### config.mk
export PLATFORM = sky130hd
export DESIGN_NAME = main_mem_loader_flat
export DESIGN_NICKNAME = d
export VERILOG_FILES = /design/src/rtl/lstm_mem_pkg.sv /design/src/rtl/main_mem_loader_if.sv /design/src/rtl/main_mem_wr_mux.sv /design/src/rtl/main_mem_loader.sv /design/src/flat_wrapper.sv
export SDC_FILE = /design/constraint.sdc
export NUM_CORES = 1
export LEC_CHECK = 0
export CAP_MARGIN = 10
export CELL_PAD_IN_SITES_DETAIL_PLACEMENT = 0
export CELL_PAD_IN_SITES_GLOBAL_PLACEMENT = 2
export CORE_ASPECT_RATIO = 1.4
export CORE_MARGIN = 10
export CORE_UTILIZATION = 26
export CTS_CLUSTER_SIZE = 8
export DETAILED_ROUTE_END_ITERATION = 6
export HOLD_SLACK_MARGIN = 0.03
export PLACE_DENSITY_LB_ADDON = 0.2
export SYNTH_ARGS = -nofsm -noshare
export SYNTH_HDL_FRONTEND = slang
export SYNTH_SLANG_ARGS = --single-unit
### constraint.sdc
create_clock -name fpga_clk -period 1.8 [get_ports fpga_clk]
set_clock_uncertainty 0.2 [all_clocks]
set_input_delay 0.36 -clock fpga_clk [delete_from_list [all_inputs] [get_ports fpga_clk]]
set_output_delay 0.36 -clock fpga_clk [all_outputs]
set_load 0.02 [all_outputs]
### src/rtl/lstm_mem_pkg.sv
// rtl/lstm_mem_pkg.sv - shared main_mem region map and loader state encoding
package lstm_mem_pkg;

    typedef enum logic [2:0] {
        IDLE,
        LOAD_IN,
        LOAD_W1,
        LOAD_W2,
        SETTLE,
        RUN
    } loader_state_t;

    localparam int DEF_FEATURES = 4;
    localparam int DEF_CYCLES   = 10;
    localparam int DEF_WEIGHTS  = 64;

    localparam int IN_FIRST    = 0;
    localparam int W1_FIRST    = IN_FIRST + DEF_FEATURES * DEF_CYCLES;
    localparam int W2_FIRST    = W1_FIRST + DEF_WEIGHTS;
    localparam int TOTAL_WORDS = W2_FIRST + DEF_WEIGHTS;

    function automatic int in_region_size(input int features, input int cycles);
        return features * cycles;
    endfunction

    function automatic logic [1:0] region_of(input loader_state_t s);
        case (s)
            LOAD_IN: return 2'd1;
            LOAD_W1: return 2'd2;
            LOAD_W2: return 2'd3;
            default: return 2'd0;
        endcase
    endfunction

endpackage

### src/rtl/main_mem_loader_if.sv
// rtl/main_mem_loader_if.sv - host load stream, DMAC write-back and main_mem write port
interface main_mem_loader_if #(
    parameter int ELEMENT_BITS     = 8,
    parameter int MAIN_MEM_ADD_LEN = 11
);
    logic                        s_valid;
    logic [ELEMENT_BITS-1:0]     s_data;
    logic                        s_ready;
    logic                        dmac_we;
    logic [MAIN_MEM_ADD_LEN-1:0] dmac_address;
    logic [ELEMENT_BITS-1:0]     dmac_data;
    logic                        dpr_we;
    logic [MAIN_MEM_ADD_LEN-1:0] dpr_address_in;
    logic [ELEMENT_BITS-1:0]     dpr_data_in;

    modport master (
        output s_valid, s_data, dmac_we, dmac_address, dmac_data,
        input  s_ready, dpr_we, dpr_address_in, dpr_data_in
    );

    modport slave (
        input  s_valid, s_data, dmac_we, dmac_address, dmac_data,
        output s_ready, dpr_we, dpr_address_in, dpr_data_in
    );
endinterface

### src/rtl/main_mem_wr_mux.sv
// rtl/main_mem_wr_mux.sv - selects loader or DMAC as the single main_mem write source
module main_mem_wr_mux #(
    parameter int ELEMENT_BITS     = 8,
    parameter int MAIN_MEM_ADD_LEN = 11
) (
    input  logic                        sel_dmac_i,
    input  logic                        ld_we_i,
    input  logic [MAIN_MEM_ADD_LEN-1:0] ld_addr_i,
    input  logic [ELEMENT_BITS-1:0]     ld_data_i,
    input  logic                        dmac_we_i,
    input  logic [MAIN_MEM_ADD_LEN-1:0] dmac_addr_i,
    input  logic [ELEMENT_BITS-1:0]     dmac_data_i,
    output logic                        dpr_we_o,
    output logic [MAIN_MEM_ADD_LEN-1:0] dpr_addr_o,
    output logic [ELEMENT_BITS-1:0]     dpr_data_o
);
    assign dpr_we_o   = sel_dmac_i ? dmac_we_i   : ld_we_i;
    assign dpr_addr_o = sel_dmac_i ? dmac_addr_i : ld_addr_i;
    assign dpr_data_o = sel_dmac_i ? dmac_data_i : ld_data_i;
endmodule

### src/rtl/main_mem_loader.sv
// rtl/main_mem_loader.sv - streams inputs/W1/W2 into main_mem, then hands the port to the DMAC
module main_mem_loader
    import lstm_mem_pkg::*;
#(
    parameter int ELEMENT_BITS     = 8,
    parameter int MAIN_MEM_ADD_LEN = 11,
    parameter int FEATURES         = 4,
    parameter int CYCLES           = 10,
    parameter int WEIGHTS          = 64,
    parameter int SETTLE_CYCLES    = 2
) (
    input  logic                fpga_clk,
    input  logic                reset_n,
    input  logic                load_go,
    input  logic                abort,
    output logic                start,
    output logic [1:0]          region,
    output logic                load_done,
    output logic                err,
    main_mem_loader_if.slave    bus
);
    localparam int AW      = MAIN_MEM_ADD_LEN;
    localparam int IN_SIZE = in_region_size(FEATURES, CYCLES);
    localparam int SW      = (SETTLE_CYCLES > 1) ? $clog2(SETTLE_CYCLES) : 1;

    loader_state_t           state_q, state_d;
    logic [AW-1:0]           ptr_q, ptr_d;
    logic [AW-1:0]           cnt_q, cnt_d;
    logic [SW-1:0]           settle_q, settle_d;
    logic                    wr_we_q, wr_we_d;
    logic [AW-1:0]           wr_addr_q, wr_addr_d;
    logic [ELEMENT_BITS-1:0] wr_data_q, wr_data_d;
    logic                    load_done_q, load_done_d;
    logic                    err_q, err_d;

    logic          load_phase;
    logic          accept;
    logic [AW-1:0] last_cnt;

    assign load_phase = (state_q == LOAD_IN) || (state_q == LOAD_W1) || (state_q == LOAD_W2);
    assign accept     = load_phase && bus.s_valid;
    assign last_cnt   = (state_q == LOAD_IN) ? AW'(IN_SIZE - 1) : AW'(WEIGHTS - 1);

    always_comb begin
        state_d     = state_q;
        ptr_d       = ptr_q;
        cnt_d       = cnt_q;
        settle_d    = settle_q;
        wr_we_d     = 1'b0;
        wr_addr_d   = '0;
        wr_data_d   = '0;
        load_done_d = 1'b0;
        err_d       = err_q | (bus.dmac_we && (state_q != RUN));

        if (accept) begin
            wr_we_d   = 1'b1;
            wr_addr_d = ptr_q;
            wr_data_d = bus.s_data;
            ptr_d     = ptr_q + 1'b1;
            cnt_d     = cnt_q + 1'b1;
        end

        case (state_q)
            IDLE: begin
                if (load_go) begin
                    state_d = LOAD_IN;
                    ptr_d   = AW'(IN_FIRST);
                    cnt_d   = '0;
                end
            end
            LOAD_IN, LOAD_W1, LOAD_W2: begin
                // Pointer keeps running across regions; only the beat counter restarts.
                if (accept && (cnt_q == last_cnt)) begin
                    cnt_d = '0;
                    case (state_q)
                        LOAD_IN: state_d = LOAD_W1;
                        LOAD_W1: state_d = LOAD_W2;
                        default: begin
                            state_d  = SETTLE;
                            settle_d = '0;
                        end
                    endcase
                end
            end
            SETTLE: begin
                if (settle_q == SW'(SETTLE_CYCLES - 1)) begin
                    state_d     = RUN;
                    load_done_d = 1'b1;
                end else begin
                    settle_d = settle_q + 1'b1;
                end
            end
            default: ;
        endcase

        // A beat accepted on the abort edge is still written via wr_*_d above.
        if (abort && (load_phase || (state_q == SETTLE))) begin
            state_d  = IDLE;
            cnt_d    = '0;
            settle_d = '0;
        end
    end

    always_ff @(posedge fpga_clk or negedge reset_n) begin
        if (!reset_n) begin
            state_q     <= IDLE;
            ptr_q       <= '0;
            cnt_q       <= '0;
            settle_q    <= '0;
            wr_we_q     <= 1'b0;
            wr_addr_q   <= '0;
            wr_data_q   <= '0;
            load_done_q <= 1'b0;
            err_q       <= 1'b0;
        end else begin
            state_q     <= state_d;
            ptr_q       <= ptr_d;
            cnt_q       <= cnt_d;
            settle_q    <= settle_d;
            wr_we_q     <= wr_we_d;
            wr_addr_q   <= wr_addr_d;
            wr_data_q   <= wr_data_d;
            load_done_q <= load_done_d;
            err_q       <= err_d;
        end
    end

    assign bus.s_ready = load_phase;
    assign start       = (state_q == RUN);
    assign region      = region_of(state_q);
    assign load_done   = load_done_q;
    assign err         = err_q;

    main_mem_wr_mux #(
        .ELEMENT_BITS    (ELEMENT_BITS),
        .MAIN_MEM_ADD_LEN(MAIN_MEM_ADD_LEN)
    ) u_wr_mux (
        .sel_dmac_i (state_q == RUN),
        .ld_we_i    (wr_we_q),
        .ld_addr_i  (wr_addr_q),
        .ld_data_i  (wr_data_q),
        .dmac_we_i  (bus.dmac_we),
        .dmac_addr_i(bus.dmac_address),
        .dmac_data_i(bus.dmac_data),
        .dpr_we_o   (bus.dpr_we),
        .dpr_addr_o (bus.dpr_address_in),
        .dpr_data_o (bus.dpr_data_in)
    );
endmodule

### src/flat_wrapper.sv
// flat-port wrapper written by rule: the top's interface ports become plain ports
module main_mem_loader_flat import lstm_mem_pkg::*;
#(
    parameter int ELEMENT_BITS     = 8,
    parameter int MAIN_MEM_ADD_LEN = 11,
    parameter int FEATURES         = 4,
    parameter int CYCLES           = 10,
    parameter int WEIGHTS          = 64,
    parameter int SETTLE_CYCLES    = 2
)
  (fpga_clk, reset_n, load_go, abort, start, region, load_done, err, bus_s_valid, bus_s_data, bus_dmac_we, bus_dmac_address, bus_dmac_data, bus_s_ready, bus_dpr_we, bus_dpr_address_in, bus_dpr_data_in);
  main_mem_loader_if #(.ELEMENT_BITS(ELEMENT_BITS), .MAIN_MEM_ADD_LEN(MAIN_MEM_ADD_LEN)) bus_i ();
  input  logic fpga_clk;
  input  logic reset_n;
  input  logic load_go;
  input  logic abort;
  output logic start;
  output logic [1:0] region;
  output logic load_done;
  output logic err;
  input wire logic [$bits(bus_i.s_valid)-1:0] bus_s_valid;
  input wire logic [$bits(bus_i.s_data)-1:0] bus_s_data;
  input wire logic [$bits(bus_i.dmac_we)-1:0] bus_dmac_we;
  input wire logic [$bits(bus_i.dmac_address)-1:0] bus_dmac_address;
  input wire logic [$bits(bus_i.dmac_data)-1:0] bus_dmac_data;
  output wire logic [$bits(bus_i.s_ready)-1:0] bus_s_ready;
  output wire logic [$bits(bus_i.dpr_we)-1:0] bus_dpr_we;
  output wire logic [$bits(bus_i.dpr_address_in)-1:0] bus_dpr_address_in;
  output wire logic [$bits(bus_i.dpr_data_in)-1:0] bus_dpr_data_in;
  assign bus_i.s_valid = bus_s_valid;
  assign bus_i.s_data = bus_s_data;
  assign bus_i.dmac_we = bus_dmac_we;
  assign bus_i.dmac_address = bus_dmac_address;
  assign bus_i.dmac_data = bus_dmac_data;
  assign bus_s_ready = bus_i.s_ready;
  assign bus_dpr_we = bus_i.dpr_we;
  assign bus_dpr_address_in = bus_i.dpr_address_in;
  assign bus_dpr_data_in = bus_i.dpr_data_in;
  main_mem_loader #(.ELEMENT_BITS(ELEMENT_BITS), .MAIN_MEM_ADD_LEN(MAIN_MEM_ADD_LEN), .FEATURES(FEATURES), .CYCLES(CYCLES), .WEIGHTS(WEIGHTS), .SETTLE_CYCLES(SETTLE_CYCLES)) u_core (.fpga_clk(fpga_clk), .reset_n(reset_n), .load_go(load_go), .abort(abort), .start(start), .region(region), .load_done(load_done), .err(err), .bus(bus_i));
endmodule
After elaboration in Yosys (flattened, before gate mapping)
Cells that the tools add are included.
- flip-flop bits (word level): 48
- bits of input ports: 33
- output and inout bits: 26
- word-level logic and storage cells: 67
- add/subtract/negate cells: 3
- equality and inequality tests: 11
- muxes and demuxes: 29
- bitwise logic cells: 1
- reduce and logical (&&, ||, !) cells: 14
- operators by type and width (cell ; count):
    $mux W11 ; 9
    $add A11 B1 Y11 const B ; 2
    $pmux W11 S2 ; 1
    $mux W8 ; 2
    $mux W3 ; 4
    $eq A11 B11 Y1 ; 1
    $ne A3 B2 Y1 const B ; 3
    $pmux W3 S3 ; 1
    $mux W1 ; 8
    $eq A3 B2 Y1 const B ; 2
    $eq A3 B3 Y1 const B ; 2
    $pmux W2 S3 ; 1
    $pmux W3 S2 ; 1
    $mux W5 ; 1
    $logic_and A1 B1 Y1 ; 4
    $reduce_and A4 Y1 ; 1
    $reduce_bool A4 Y1 ; 1
    $eq A3 B1 Y1 const B ; 1
    $logic_not A3 Y1 ; 1
    $logic_or A1 B1 Y1 ; 3
    $ne A3 B1 Y1 const B ; 1
    $ne A3 B3 Y1 const B ; 1
    $reduce_and A3 Y1 ; 1
    $reduce_bool A3 Y1 ; 1
    other kinds (5) ; 5

Logic depth before layout (Yosys ltp)
Gate-level depths: netlist of the first run.
- depth after elaboration: 8
- depth in mapped cells: 6
- depth with buffers taken out: 5

Modules after synthesis
From an unflattened synthesis of the first run, not the netlist that was laid out.
- cell total of the unflattened synthesis: 221
- area total of the unflattened synthesis: 2499.9 um2
- by module, submodules not included (module ; instances ; cells an instance ; area each (um2) ; sequential area each (um2)):
    main_mem_loader ; 1 ; 199 ; 2177.1 ; 1201.2
    main_mem_wr_mux ; 1 ; 22 ; 322.8 ; 0.0

Worst setup path before layout of the first run
OpenSTA, ideal clock, no wires.
- path kind: register to output
- start point: reg u_core.state_q[1]
- end point: out bus_dpr_address_in[8]
- arrival time: 1.462 ns
- required time: 1.240 ns
- setup slack: -0.222 ns
- stages on the path, launching flop included: 7
- buffers on the path: 2
- path through: dfrtp_1 -> buf_6 -> nand3b_1 -> inv_1 -> clkbuf_1 -> nand2_1 -> nand2_1
- cells in the longest elaborated chain, start to end: 2
- ends and longest elaborated chain (what ; RTL line ; text):
    from (decl) ; main_mem_loader.sv:26 ; loader_state_t state_q, state_d;
    from (signal assigned) ; main_mem_loader.sv:116 ; state_q <= state_d;
    $eq A3 B3 Y1 ; - ;
    named net start ; flat_wrapper.sv:17 ; output logic start;
    $mux W11 ; main_mem_wr_mux.sv:18 ; assign dpr_addr_o = sel_dmac_i ? dmac_addr_i : ld_addr_i;
    to (decl) ; flat_wrapper.sv:28 ; output wire logic [$bits(bus_i.dpr_address_in)-1:0] bus_dpr_address_in;
The timed path passes the listed nets, and every way through them passes these cells.

Final worst setup path of the first run
- start point: reg u_core.state_q[1]
- end point: reg u_core.state_q[2]
- cells in the longest elaborated chain, start to end: 7
- elaborated cells on any way between the ends: 23
- those cells by class: eq/ne: 8; mux: 5; reduce/logical: 10
- ends and longest elaborated chain (what):
    parallel branches: the longest is 7 deep, another holds $eq A11 B11 Y1
Parallel ways; which one is timed is not known. The select of a mux whose other input is x is not followed.
A chain may end at the register's enable or synchronous reset.

==> impl_metrics.env, run 1 <==
export IMPL_status="complete, but fails checks"
export IMPL_violations="negative setup slack"
export IMPL_p_clk_frac=0.389
export IMPL_r2r_end="u_core.state_q[2]"
export IMPL_placedCellCount=458
export IMPL_switching_share=0.258
export IMPL_ios=59
export IMPL_yosys_top_cells_area="dfrtp_1 49%, nand2_1 11%, and3_1 5.7%, a21oi_1 3.7%, xor2_1 2.5%"
export IMPL_grt_ovfl_total=0
export IMPL_seq_area_frac_synth=0.493
export IMPL_rrSetupSlack_ns=-0.18
export IMPL_required_ns=1.78
export IMPL_worst_slew_pin_slew_ns=0.276
export IMPL_yosys_area_top_type="dfrtp_1"
export IMPL_areaGrowthSynthToFinish_pct=58.5
export IMPL_final_antenna_net_count=0
export IMPL_internal_power_mw=2.07
export IMPL_htreeDepth=2
export IMPL_fmax_ghz=0.506
export IMPL_async_flop_share=1.00
export IMPL_rsz0062_at_grt="yes"
export IMPL_p_per_area_nw_per_um2=723
export IMPL_clk_latency_ns=0.29
export IMPL_cp_end_kind="flip-flop"
export IMPL_critPathKind="reg -> reg"
export IMPL_crit_arrival_ns=1.96
export IMPL_antenna_found_initial=0
export IMPL_clock_tree_buffer_depth=2
export IMPL_synthCells=272
export IMPL_path_clk_slew_ns=0.07
export IMPL_holdPathStages=1
export IMPL_root_buffer="clkbuf_16"
export IMPL_firstDrtPassIters=4
export IMPL_vias_per_cell=4.74
export IMPL_timing_rr_start="u_core.state_q[1]"
export IMPL_layout_drive_gt1_share=0.295
export IMPL_syn_nets=308
export IMPL_die_h_um=135
export IMPL_synth_seq_cells=48
export IMPL_layoutNonFillerInstCount=480
export IMPL_min_from="u_core.err"
export IMPL_start_util=0.268
export IMPL_clkSinkCount=48
export IMPL_comb_power_share=0.202
export IMPL_synthesis_area_um2=2430
export IMPL_slew_headroom=0.816
export IMPL_core_um2=9080
export IMPL_vias=2273
export IMPL_cts_made_buffers=5
export IMPL_synth_edf_count=0
export IMPL_synth_top_cell_area_share=0.493
export IMPL_port_buffers=58
export IMPL_fin_crit_ns=1.98
export IMPL_gp_congestion=0.772
export IMPL_start_kind="flip-flop"
export IMPL_dpl_hpwl_mm=4.77
export IMPL_seqPwrFrac=0.409
export IMPL_ys_flop_type="dfrtp_1"
export IMPL_timing_final_ws_setup_ns=-0.178
export IMPL_wire_per_inst_um=14.3
export IMPL_critPathMaxFanout=10
export IMPL_cts_tree="done"
export IMPL_die_x_um=102
export IMPL_avgSynthCellArea_um2=8.95
export IMPL_maxCapViolCount=0
export IMPL_yosysWarningCount=0
export IMPL_p_leak_nw=1.86
export IMPL_grt_pass1_vias=2324
export IMPL_p_sw_mw=0.719
export IMPL_synth_cell_types=42
export IMPL_layout_nets=408
export IMPL_grt_usage=0.101
export IMPL_diodes=0
export IMPL_grt_max_degree=49
export IMPL_grt_pass1_wl_mm=11.5
export IMPL_drt_initial_drc_count=97
export IMPL_holdCritPathClass="reg -> reg"
export IMPL_routed_wl_mm=6.85
export IMPL_hold_viol_final=0
export IMPL_rr_worst_depth=7
export IMPL_finalMaxSlewViolations=0
export IMPL_setup_viol=43
export IMPL_whs_endpoint="u_core.err"
export IMPL_rows=41
export IMPL_pre_cts_ws_ns=-0.320
export IMPL_ir_drop_mv=0.315
export IMPL_drc=0
export IMPL_die_area_um2=13700
export IMPL_finalCritPeriodShare=1.10
-- worst max path at each step --
stage	from	to	slack (ns)	cells after the start
final	u_core.state_q[1]	u_core.state_q[2]	-0.18	7
after global routing	u_core.state_q[1]	u_core.state_q[2]	-0.24	7
after CTS	u_core.state_q[1]	bus_dpr_address_in[0]	-0.14	6
after detailed placement	bus_dmac_we	bus_dpr_we	-0.32	4
after global placement	bus_dmac_we	bus_dpr_we	-0.32	4
after floorplan	u_core.state_q[1]	u_core.state_q[0]	0.002	5
-- synthesized netlist by cell type, types with 2 or more instances --
cell / n
xnor2_1: 2
ha_1: 3
nor2_1: 9
nor4_1: 2
mux2i_1: 2
clkbuf_1: 10
o21ai_0: 10
nor4b_1: 2
nand2_1: 70
inv_1: 5
nand3_2: 2
dfrtp_1: 48
xor2_1: 7
nor3_1: 2
nand3_1: 9
a2bb2oi_1: 2
o21a_1: 2
a21o_1: 2
nand4_1: 8
a22oi_1: 2
nor2b_1: 2
or3_1: 8
buf_2: 4
and3_1: 22
and2_1: 3
a21oi_1: 18
-- metrics by stage --
step                setup TNS, ns  hold WS [ns]   util  area [µm²]  power (mW)
global placement           -10.37         0.171  0.373        3390        1.63
global route                -7.24         0.269  0.425        3860        2.93
finish                      -3.82         0.251  0.425        3860        2.79
detailed placement         -10.27         0.170  0.373        3390        1.62
floorplan                       0        -0.136      -        2450        1.37
CTS                         -4.21         0.254  0.410        3720        2.78
-- final cells by class --
class / instances / area (µm²)
clock buffers: 5 / 125
clock inverters: 3 / 46.3
fillers: 916 / 5220
inverters: 5 / 21.3
multi-input cells: 203 / 1280
flip-flops and latches: 48 / 1200
well taps: 107 / 134
repair buffers: 109 / 1060
-- sequential cells by signal, indices dropped and copies added, names as in the netlist --
name,cells
u_core.wr_data_q,8
u_core.state_q,3
u_core.err,1
u_core.wr_addr_q,11
u_core.ptr_q,11
u_core.wr_we_q,1
u_core.settle_q,1
u_core.load_done,1
u_core.cnt_q,11
-- what timing repair did --
| item | CTS | global route |
|---|---|---|
| pin swaps | 13 | 8 |
| buffers inserted | 10 | 2 |
| hold endpoints to repair | 48 | 0 |
| endpoints found under the setup margin | 49 | 50 |
| resized for setup | 154 | 32 |
| cloned | 0 | 1 |
| hold buffers | 1 | 0 |
-- layer usage --
| layer | part of all wire | global-route usage |
|---|---|---|
| met5 | 0 | 0 |
| met4 | 0.011 | 0.0295 |
| met3 | 0.071 | 0.0266 |
| met2 | 0.50 | 0.174 |
| met1 | 0.42 | 0.118 |
-- worst max-delay path, cell delays in order (launching register included) --
cell     delay (ns)
dfrtp_1        0.37
buf_4          0.18
nor3b_4        0.26
mux2i_4        0.35
buf_4          0.16
nor4_1         0.04
buf_4          0.14
o21a_1         0.16
-- cell usage in the layout (no fill, tap or decap), types with 2 or more instances in the layout --
master,instances
a21o_1,2
a21oi_1,12
a21oi_2,6
a22oi_1,2
a2bb2oi_1,2
and2_1,3
and3_1,22
buf_12,2
buf_2,2
buf_4,36
buf_6,35
clkbuf_16,5
clkdlybuf4s50_1,31
dfrtp_1,48
ha_1,3
inv_1,3
nand2_1,66
nand2_2,3
nand3_1,7
nand3_4,3
nand4_1,8
nor2_1,8
nor3_1,2
nor4_1,2
nor4b_2,2
o21a_1,2
o21ai_0,10
or3_1,6
or3_4,2
xnor2_1,2
xor2_1,7
-- power groups by stage --
stage / clock network, mW / logic [mW] / registers (mW)
floorplan: 0 / 0.206 / 1.16
global placement: 0 / 0.465 / 1.16
detailed placement: 0 / 0.463 / 1.16
CTS: 1.11 / 0.521 / 1.14
global route: 1.17 / 0.612 / 1.15
finish: 1.09 / 0.563 / 1.14
-- kinds of logic after synthesis --
family,synth area share
AOI/OAI and AO/OA,0.112
adders and majority gates,0.0154
and+or+nand+nor,0.300
xor gates and xnor gates,0.0324
buffers and inverters,0.0391
DFF,0.493
muxes,0.00822
Power figures use the tool's default switching activity.
==> run 2, diff against run 1 <==
--- a/config.mk
+++ b/config.mk
@@ -9,7 +9,7 @@
 export CELL_PAD_IN_SITES_DETAIL_PLACEMENT = 0
 export CELL_PAD_IN_SITES_GLOBAL_PLACEMENT = 2
 export CORE_ASPECT_RATIO = 1.4
-export CORE_MARGIN = 10
+export CORE_MARGIN = 2
 export CORE_UTILIZATION = 26
 export CTS_CLUSTER_SIZE = 8
 export DETAILED_ROUTE_END_ITERATION = 6
==> run 2 against run 1 <==
Net effect:
- the run ends with design-rule violations, negative setup slack left
- via count down 0.66%
- final cell count up 1.0%
- global-route usage up 3.8 points
- die area down 26%
- sequential power about the same
- fmax down 1.0%
==> impl_metrics.env, run 2 (synthesis gave the netlist of run 1 again) <==
export IMPL_clk_latency_ns=0.28
export IMPL_required_ns=1.76
export IMPL_comb_power_share=0.214
export IMPL_grt_ovfl_total=0
export IMPL_p_sw_mw=0.701
export IMPL_wire_per_inst_um=14.0
export IMPL_violations="design-rule violations, negative setup slack"
export IMPL_antenna_found_initial=0
export IMPL_final_antenna_net_count=0
export IMPL_root_buffer="clkbuf_16"
export IMPL_vias=2258
export IMPL_cpMaxStageDelayCell="dfrtp_1"
export IMPL_p_leak_nw=1.90
export IMPL_grt_pass1_wl_mm=11.4
export IMPL_finalCritPeriodShare=1.11
export IMPL_critPathMaxFanout=4
export IMPL_status="complete, but fails checks"
export IMPL_die_area_um2=10200
export IMPL_htreeDepth=2
export IMPL_final_common_cell="nand2_1"
export IMPL_layout_drive_gt1_share=0.347
export IMPL_firstDrtPassIters=7
export IMPL_r2r_end="u_core.state_q[0]"
export IMPL_path_clk_slew_ns=0.06
export IMPL_reg_top3="u_core.cnt_q x11, u_core.ptr_q x11, u_core.wr_addr_q x11"
export IMPL_gp_congestion=0.759
export IMPL_ios=59
export IMPL_rrSetupSlack_ns=-0.20
export IMPL_crit_path_cell_trace="buf_6 > nor3b_4 > mux2i_4 > buf_6 > o311ai_4 > or3b_1"
export IMPL_diodes=0
export IMPL_internal_power_mw=2.09
export IMPL_holdPathStages=1
export IMPL_p_total_mw=2.79
export IMPL_areaGrowthSynthToFinish_pct=65.2
export IMPL_timing_final_ws_setup_ns=-0.198
export IMPL_cts_tree="done"
export IMPL_start_util=0.268
export IMPL_critPathBufInv=2
export IMPL_worst_slew_pin_slew_ns=0.356
export IMPL_switching_share=0.251
export IMPL_p_per_area_nw_per_um2=693
export IMPL_holdCritPathClass="reg -> reg"
export IMPL_die_x_um=85.8
export IMPL_die_h_um=119
export IMPL_whs_endpoint="u_core.err"
export IMPL_mostFrequentLayoutCells="66 x nand2_1, 48 x dfrtp_1, 37 x buf_6, 37 x buf_4, 32 x clkdlybuf4s50_1"
export IMPL_finalMaxSlewViolations=0
export IMPL_layout_nets=413
export IMPL_rr_worst_depth=6
export IMPL_grt_usage=0.139
export IMPL_fillers=897
export IMPL_cts_made_buffers=5
export IMPL_grt_pass1_vias=2302
export IMPL_critPathTopFamily="simple AND/OR/NAND/NOR gates"
export IMPL_seqPwrFrac=0.411
export IMPL_start_kind="flip-flop"
export IMPL_core_um2=9080
export IMPL_fin_hold_ws_ns=0.251
export IMPL_crit_arrival_ns=1.95
export IMPL_cpMostUsedCell="buf_6"
export IMPL_cp_end_kind="flip-flop"
export IMPL_p_clk_frac=0.374
export IMPL_rsz0062_at_grt="yes"
export IMPL_max_stage_delay_ns=0.39
export IMPL_fmax_ghz=0.500
export IMPL_drt_initial_drc_count=72
export IMPL_rows=41
export IMPL_layoutNonFillerInstCount=485
export IMPL_clock_tree_buffer_depth=2
export IMPL_fin_crit_ns=2.00
export IMPL_placedCellCount=463
export IMPL_maxCapViolCount=0
export IMPL_dpl_hpwl_mm=4.48
export IMPL_port_buffers=58
export IMPL_hold_viol_final=0
export IMPL_critPathKind="reg -> reg"
export IMPL_setup_viol=42
export IMPL_fin_setup_tns_ns=-4.14
export IMPL_drc=4
export IMPL_slew_headroom=0.763
export IMPL_timing_rr_start="u_core.state_q[0]"
export IMPL_clkSinkCount=48
export IMPL_vias_per_cell=4.66
export IMPL_ir_drop_mv=0.303
export IMPL_routed_wl_mm=6.80
export IMPL_grt_max_degree=37
export IMPL_min_from="u_core.err"
==> run 2: layout make-up <==
cell class,count,area [µm²],share of cell area
Tap cell,107,134,0.0333
Multi-Input combinational cell,203,1390,0.344
Sequential cell,48,1200,0.299
Inverter,5,18.8,0.00467
Clock buffer,6,129,0.0320
Clock inverter,2,35.0,0.00871
Timing Repair Buffer,114,1120,0.278
==> run 2: what timing repair did <==
item | 4_1_cts | 5_1_grt
cloned | 3 | 0
gates resized for setup | 188 | 29
hold endpoints to repair | 12 | 0
setup buffers | 9 | 6
pin swaps | 22 | 13
hold buffers | 1 | 0
setup endpoints to repair | 48 | 47
==> run 2: metal layers <==
layer	track usage	wire, µm
met2	0.247	3580
met3	0.0286	323
met1	0.165	2820
met5	0	0
met4	0.0437	74
==> run 2: metrics by stage <==
stage	util	setup slack, ns	instance area, µm²
after floorplan	-	0.00151	2450
after global placement	0.376	-0.301	3420
after detailed placement	0.376	-0.294	3420
after CTS	0.430	-0.229	3900
after global routing	0.443	-0.225	4020
final	0.443	-0.198	4020
==> run 2: worst max-delay path by stage <==
stage | depth (start not counted) | endpoint | from | slack, ns
global placement | 4 | bus_dpr_we | bus_dmac_we | -0.30
global route | 5 | bus_dpr_data_in[0] | u_core.state_q[0] | -0.23
floorplan | 5 | u_core.state_q[0] | u_core.state_q[1] | 0.002
finish | 6 | u_core.state_q[0] | u_core.state_q[0] | -0.20
CTS | 7 | bus_dpr_address_in[1] | u_core.state_q[1] | -0.23
detailed placement | 4 | bus_dpr_we | bus_dmac_we | -0.29
==> run 2: power groups by stage <==
stage	Sequential, mW	Combinational, mW	Clock (mW)
floorplan	1.16	0.206	0
global placement	1.16	0.457	0
detailed placement	1.17	0.459	0
CTS	1.15	0.552	1.07
global route	1.15	0.647	1.13
finish	1.15	0.597	1.04
==> run 2: worst reg2reg max path, cell delays in order, from the launching register on <==
cell and delay, ns:
dfrtp_1 0.39, buf_6 0.14, nor3b_4 0.15, mux2i_4 0.20, buf_6 0.14, o311ai_4 0.26
or3b_1 0.39
